## config.mk

```make
export PLATFORM = sky130hd
export DESIGN_NAME = pos_update_scheduler_flat
export DESIGN_NICKNAME = d
export VERILOG_FILES = /design/src/rtl/pos_update_scheduler_if.sv /design/src/rtl/pos_update_scheduler.sv /design/src/flat_wrapper.sv
export SDC_FILE = /design/constraint.sdc
export NUM_CORES = 1
export LEC_CHECK = 0
export CAP_MARGIN = 20
export CORE_ASPECT_RATIO = 1.2
export CORE_MARGIN = 2
export CORE_UTILIZATION = 37
export DETAILED_ROUTE_END_ITERATION = 8
export PLACE_DENSITY = 0.73
export SKIP_LAST_GASP = 1
export SYNTH_ARGS = -nofsm -noshare
export SYNTH_HDL_FRONTEND = slang
export SYNTH_SLANG_ARGS = --single-unit
```

## constraint.sdc

```tcl
create_clock -name CLK -period 1.9 [get_ports CLK]
set_input_delay 0.57 -clock CLK [delete_from_list [all_inputs] [get_ports CLK]]
set_output_delay 0.57 -clock CLK [all_outputs]
set_load 0.05 [all_outputs]
```

## src/rtl/pos_update_scheduler_if.sv

```systemverilog
// Bus between the position update scheduler and the shared bounded-next-position datapath.
interface pos_update_scheduler_if #(
    parameter int POS_LOG_SIZE = 10
);
    logic                    dp_dir;
    logic [POS_LOG_SIZE-1:0] dp_speed;
    logic [POS_LOG_SIZE-1:0] dp_boundary;
    logic [POS_LOG_SIZE-1:0] dp_currentPos;
    logic [POS_LOG_SIZE-1:0] dp_boundedNextPos;

    modport master (
        output dp_dir, dp_speed, dp_boundary, dp_currentPos,
        input  dp_boundedNextPos
    );
    modport slave (
        input  dp_dir, dp_speed, dp_boundary, dp_currentPos,
        output dp_boundedNextPos
    );
endinterface

```

## src/rtl/pos_update_scheduler.sv

```systemverilog
// Time-multiplexes the shared bounded-next-position datapath across NUM_OBJ objects per frame tick.
// Optional macro POS_SCHED_LOAD_EN adds a direct position load port used while idle.
module pos_update_scheduler #(
    parameter int                    POS_LOG_SIZE = 10,
    parameter int                    NUM_OBJ      = 4,
    parameter int                    PIPE_LAT     = 2,
    parameter logic [POS_LOG_SIZE-1:0] INIT_POS   = '0,
    localparam int                   IDX_W        = (NUM_OBJ > 1) ? $clog2(NUM_OBJ) : 1
) (
    input  logic                            CLK,
    input  logic                            RST,
    input  logic                            frame_tick,
    input  logic [NUM_OBJ*POS_LOG_SIZE-1:0] obj_speed,
    input  logic [NUM_OBJ-1:0]              obj_dir,
    input  logic [NUM_OBJ*POS_LOG_SIZE-1:0] obj_boundary,
    output logic [NUM_OBJ*POS_LOG_SIZE-1:0] obj_pos,
    output logic [NUM_OBJ-1:0]              obj_hit,
    output logic                            busy,
    output logic                            done,
    output logic                            overrun,
`ifdef POS_SCHED_LOAD_EN
    input  logic                            load_valid,
    input  logic [IDX_W-1:0]                load_idx,
    input  logic [POS_LOG_SIZE-1:0]         load_pos,
    output logic                            load_ready,
`endif
    pos_update_scheduler_if.master          dp
);
    typedef logic [POS_LOG_SIZE-1:0] pos_t;
    typedef enum logic [1:0] {IDLE, ISSUE, DRAIN, DONE} state_t;

    state_t                       state_q, state_d;
    pos_t [NUM_OBJ-1:0]           pos_q, spd_a, bnd_a;
    logic [NUM_OBJ-1:0]           hit_q;
    logic                         overrun_q;
    logic [IDX_W-1:0]             issue_idx;
    logic                         issuing, last_issue, last_wb, tick_idle;
    logic [PIPE_LAT:1]            vld_pipe;
    logic [PIPE_LAT:1][IDX_W-1:0] idx_pipe;
    pos_t [PIPE_LAT:1]            bnd_pipe;

    assign spd_a      = obj_speed;
    assign bnd_a      = obj_boundary;
    assign obj_pos    = pos_q;
    assign obj_hit    = hit_q;
    assign overrun    = overrun_q;
    assign busy       = (state_q != IDLE);
    assign done       = (state_q == DONE);
    assign tick_idle  = (state_q == IDLE) && frame_tick;
    assign last_issue = (issue_idx == IDX_W'(NUM_OBJ - 1));
`ifdef POS_SCHED_LOAD_EN
    assign load_ready = (state_q == IDLE) && !frame_tick;
`endif

    // Round ends on the writeback of the final issue: oldest stage full, all younger empty.
    always_comb begin
        last_wb = vld_pipe[PIPE_LAT];
        for (int i = 1; i < PIPE_LAT; i++)
            if (vld_pipe[i]) last_wb = 1'b0;
    end

    always_comb begin
        state_d          = state_q;
        issuing          = 1'b0;
        dp.dp_dir        = 1'b0;
        dp.dp_speed      = '0;
        dp.dp_boundary   = '0;
        dp.dp_currentPos = '0;
        case (state_q)
            IDLE:  if (frame_tick) state_d = ISSUE;
            ISSUE: begin
                issuing          = 1'b1;
                dp.dp_dir        = obj_dir[issue_idx];
                dp.dp_speed      = spd_a[issue_idx];
                dp.dp_boundary   = bnd_a[issue_idx];
                dp.dp_currentPos = pos_q[issue_idx];
                if (last_issue) state_d = DRAIN;
            end
            DRAIN: if (last_wb) state_d = DONE;
            DONE:  state_d = IDLE;
            default: state_d = IDLE;
        endcase
    end

    always_ff @(posedge CLK) begin
        if (RST) begin
            state_q   <= IDLE;
            issue_idx <= '0;
            vld_pipe  <= '0;
            idx_pipe  <= '0;
            bnd_pipe  <= '0;
            pos_q     <= {NUM_OBJ{INIT_POS}};
            hit_q     <= '0;
            overrun_q <= 1'b0;
        end else begin
            state_q <= state_d;
            if (issuing) issue_idx <= last_issue ? '0 : issue_idx + 1'b1;
            // Boundary is captured at issue so the hit test ignores later input changes.
            vld_pipe[1] <= issuing;
            idx_pipe[1] <= issue_idx;
            bnd_pipe[1] <= dp.dp_boundary;
            for (int i = 2; i <= PIPE_LAT; i++) begin
                vld_pipe[i] <= vld_pipe[i-1];
                idx_pipe[i] <= idx_pipe[i-1];
                bnd_pipe[i] <= bnd_pipe[i-1];
            end
            if (frame_tick && busy) overrun_q <= 1'b1;
            if (tick_idle) hit_q <= '0;
            if (vld_pipe[PIPE_LAT]) begin
                pos_q[idx_pipe[PIPE_LAT]] <= dp.dp_boundedNextPos;
                hit_q[idx_pipe[PIPE_LAT]] <= (dp.dp_boundedNextPos == bnd_pipe[PIPE_LAT]);
            end
`ifdef POS_SCHED_LOAD_EN
            if (load_valid && load_ready && (load_idx <= IDX_W'(NUM_OBJ - 1))) begin
                pos_q[load_idx] <= load_pos;
                hit_q[load_idx] <= 1'b0;
            end
`endif
        end
    end
endmodule
```

## src/flat_wrapper.sv

```systemverilog
// flat-port wrapper written by rule: the top's interface ports become plain ports
module pos_update_scheduler_flat 
#(
    parameter int                    POS_LOG_SIZE = 10,
    parameter int                    NUM_OBJ      = 4,
    parameter int                    PIPE_LAT     = 2,
    parameter logic [POS_LOG_SIZE-1:0] INIT_POS   = '0,
    localparam int                   IDX_W        = (NUM_OBJ > 1) ? $clog2(NUM_OBJ) : 1
)
  (CLK, RST, frame_tick, obj_speed, obj_dir, obj_boundary, obj_pos, obj_hit, busy, done, overrun, dp_dp_dir, dp_dp_speed, dp_dp_boundary, dp_dp_currentPos, dp_dp_boundedNextPos);
  pos_update_scheduler_if #(.POS_LOG_SIZE(POS_LOG_SIZE)) dp_i ();
  input  logic CLK;
  input  logic RST;
  input  logic frame_tick;
  input  logic [NUM_OBJ*POS_LOG_SIZE-1:0] obj_speed;
  input  logic [NUM_OBJ-1:0] obj_dir;
  input  logic [NUM_OBJ*POS_LOG_SIZE-1:0] obj_boundary;
  output logic [NUM_OBJ*POS_LOG_SIZE-1:0] obj_pos;
  output logic [NUM_OBJ-1:0] obj_hit;
  output logic busy;
  output logic done;
  output logic overrun;
  output wire logic [$bits(dp_i.dp_dir)-1:0] dp_dp_dir;
  output wire logic [$bits(dp_i.dp_speed)-1:0] dp_dp_speed;
  output wire logic [$bits(dp_i.dp_boundary)-1:0] dp_dp_boundary;
  output wire logic [$bits(dp_i.dp_currentPos)-1:0] dp_dp_currentPos;
  input wire logic [$bits(dp_i.dp_boundedNextPos)-1:0] dp_dp_boundedNextPos;
  assign dp_dp_dir = dp_i.dp_dir;
  assign dp_dp_speed = dp_i.dp_speed;
  assign dp_dp_boundary = dp_i.dp_boundary;
  assign dp_dp_currentPos = dp_i.dp_currentPos;
  assign dp_i.dp_boundedNextPos = dp_dp_boundedNextPos;
  pos_update_scheduler #(.POS_LOG_SIZE(POS_LOG_SIZE), .NUM_OBJ(NUM_OBJ), .PIPE_LAT(PIPE_LAT), .INIT_POS(INIT_POS)) u_core (.CLK(CLK), .RST(RST), .frame_tick(frame_tick), .obj_speed(obj_speed), .obj_dir(obj_dir), .obj_boundary(obj_boundary), .obj_pos(obj_pos), .obj_hit(obj_hit), .busy(busy), .done(done), .overrun(overrun), .dp(dp_i));
endmodule
```

==> run_results.csv <==
group,metric,value,unit
timing,fin_crit_sh,123,%
timing,max_slew_margin,61.9,%
routing,post-route-drc-count,0,
timing,setup-violations-final,31,
timing,hold_viol,0,
critical_path,regToRegStartpoint,"u_core.issue_idx[0]$_SDFFE_PP0N_",
routing,drt_iter0_markers,111,
synthesis,syn_nets,468,
layout,seq_area,0.00151,mm2
layout,fin_cells,695,
critical_path,worst_setup_path_end_kind,"primary output",
die,initial_core_util,38.0,%
pwr,swShare,32.5,%
critical_path,worst-path-max-fanout,2,
critical_path,startpoint_type,"primary input",
placement,dp_slack,-551,ps
layout,nets,669,
synthesis,synthArstFlopShare,0,%
grt,grt_max_degree,32,
clocking,cts_hold_buf,0,
critical_path,arrival,1760,ps
pwr,internal-power,4.80,mW
critical_path,crit_type,"primary input to primary output",
pwr,seqPwrFrac,25.5,%
synthesis,ys_ff_latch,75,
critical_path,crit_required,1330,ps
routing,totalWireLength,11000,um
synthesis,post_synth.cell_area_avg,9.87,um2
die,dieWidth,94.2,um
synthesis,syn_inst,366,
pwr,comb_power_share,48.7,%
timing,worst_slew_pin_slew,570,ps
synthesis,synth_area,0.00361,mm2
synthesis,yosysWarnings,0,
die,rows,39,
min_path,hp-class,"flip-flop to flip-flop",
routing,firstDrtPassIters,4,
synthesis,seq_area_frac_synth,41.6,%
grt,grt_overflow,0,
die,core-area,0.00952,mm2
clocking,cts_buffer_depth,2,
layout,multiInputGateArea,0.00202,mm2
routing,avgViaCountPerCell,4.97,
placement,finalWeightedCongestion,0.842,
layout,area_delta_synth_final,77.7,%
critical_path,crit_start,"obj_boundary[12]",
placement,dp.cells,666,
timing,fin_crit,2330,ps
routing,ant_nets,0,
timing,slew_violations,0,
placement,dp.final_hpwl,8520,um
synthesis,synthDistinctLibCells,31,
pwr,power.leakage,2.73,nW
clocking,cts_made_buffers,9,
pwr,peakVddDrop,0.666,mV
timing,grt_setup_unrepaired,"yes",
pwr,power_density,1110,mW/mm2
min_path,hp-start,"u_core.bnd_pipe[2]$_SDFF_PP0_",
routing,wl_per_cell,15.8,um
clocking,htreeDepth,3,
die,io_pins,175,
placement,port_buffers,174,
layout,nFillCells,733,
pwr,p_switching,2.32,mW
die,die_h,112,um
pwr,clockPowerShare,25.8,%
clocking,cts-root-buf,"clkbuf_16",
clocking,cts_num_sinks,75,
routing,vias,3455,
outcome,violations,"setup timing",
layout,drive_gt1_share,36.4,%
grt,first_global_vias,3585,
synthesis,synth_edf_count,0,
clocking,clock_latency,330,ps
outcome,status,"finished with violations",
clocking,cts_tree,"done",
die,dieArea,0.0106,mm2
grt,grt_pass1_wl,17400,um
timing,max_freq,429,MHz
layout,antenna-diode-count,0,
timing,post-route-worst-setup-slack,-431,ps
timing,fin_skew,7.16,ps
grt,grt_usage,21.4,%
synthesis,synth-main-ff-cell,"dfxtp_1",
grt,antenna_found_initial,0,
clocking,clkTransAtPathRegs,50,ps
job,maxCapViolations,0,
## through the flow
stage / util [%] / area [um2] / hold slack [ps] / total power [mW] / TNS (ps)
6_report: 67.5 / 6420 / 432 / 7.12 / -11660
5_1_grt: 67.5 / 6420 / 457 / 7.42 / -12810
4_1_cts: 66.4 / 6320 / 436 / 7.10 / -12150
3_5_place_dp: 61.5 / 5850 / 423 / 4.97 / -11150
3_3_place_gp: 61.5 / 5850 / 417 / 4.92 / -10340
2_1_floorplan: - / 3690 / 414 / 3.71 / 0
## cell usage after synthesis (2+ instances only)
cell type / instances / area share (%)
buf_4: 2 / 0.42
buf_6: 5 / 1.6
mux4_2: 31 / 19
xor2_1: 10 / 2.4
o21ai_0: 3 / 0.42
dfxtp_1: 75 / 42
nor2_1: 7 / 0.73
nand3_1: 6 / 0.83
inv_1: 5 / 0.52
mux2i_1: 3 / 0.83
nand2_1: 81 / 8.4
buf_2: 5 / 0.69
a21oi_1: 42 / 5.8
nor2b_1: 16 / 2.8
ha_1: 5 / 1.7
clkbuf_1: 14 / 1.5
and2_1: 41 / 7.1
nor4_1: 2 / 0.35
## layout make-up
cell class,instances,share of cell area (%)
clock inverters,4,1.13
multi-input cells,259,31.5
well taps,123,2.40
inverters,5,0.292
repair buffers,217,37.2
clock buffers,12,4.00
flip-flops and latches,75,23.5
## registers in the layout, indices dropped and copies added (netlist names)
| name | cells |
|---|---|
| u_core.bnd_pipe | 20 |
| u_core.idx_pipe | 4 |
| u_core.issue_idx | 2 |
| u_core.obj_hit | 4 |
| u_core.obj_pos | 40 |
| u_core.overrun | 1 |
| u_core.state_q | 2 |
| u_core.vld_pipe | 2 |
## power groups by stage
stage / registers, mW / logic, mW / clock network, mW
6_report: 1.82 / 3.47 / 1.84
5_1_grt: 1.83 / 3.64 / 1.94
4_1_cts: 1.81 / 3.42 / 1.87
3_5_place_dp: 1.82 / 3.15 / 0
3_3_place_gp: 1.81 / 3.11 / 0
2_1_floorplan: 1.87 / 1.83 / 0
## cells in the final DEF, fill, tap and decap left out, drive strengths merged
cell type      instances
a211oi                 1
clkinv                 1
and2                  41
nor4                   2
nor2b                 16
bufinv                 2
xor2                  10
clkbuf                12
nand3                  6
or2                    1
mux2i                  3
clkinvlp               1
dlygate4sd2           33
a222oi                 1
ha                     5
mux4                  31
a21oi                 42
and3                   1
o21ai                  4
nand2b                 1
dlymetal6s2s          16
nor2                   8
nand2                 81
clkdlybuf4s50         46
or3b                   1
nand3b                 1
dfxtp                 75
buf                  122
nor3                   1
nor3b                  1
and3b                  1
inv                    5
## cells by family after synthesis
kind of cell	after synthesis	share of synthesized area, %
flops	75	41.6
mux	34	20.2
simple gates	162	22.1
xor+xnor	10	2.42
compound gates	48	6.86
fa+ha+maj	5	1.73
buf+inv	32	5.20
## routing by layer
metal / global-route usage (%) / vias up / share of wire (%)
li1: - / 1653 / -
met1: 23.4 / 1601 / 36
met2: 37.3 / 177 / 53
met3: 5.37 / 24 / 8.5
met4: 11.9 / 0 / 3.0
met5: 0 / - / 0
## what timing repair did
item,CTS,global route
pin swaps,31,1
setup buffers,8,4
hold endpoints to repair,0,0
gates cloned,1,0
gates resized for setup,60,25
endpoints found under the setup margin,31,37
## critical path, cell delays in order
cell and delay (ps):
clkdlybuf4s50_1 400, mux4_2 470, and2_4 170, buf_8 140
## worst paths after layout
kind | slack [ps] | depth (start not counted) | to
min reg2reg | 430 | 1 | u_core.bnd_pipe[12]$_SDFF_PP0_
min | 430 | 1 | u_core.bnd_pipe[12]$_SDFF_PP0_
max | -430 | 4 | dp_dp_boundary[2]
max reg2reg | 120 | 9 | u_core.state_q[1]$_SDFFE_PP0P_
(Power assumes the default switching activity.)
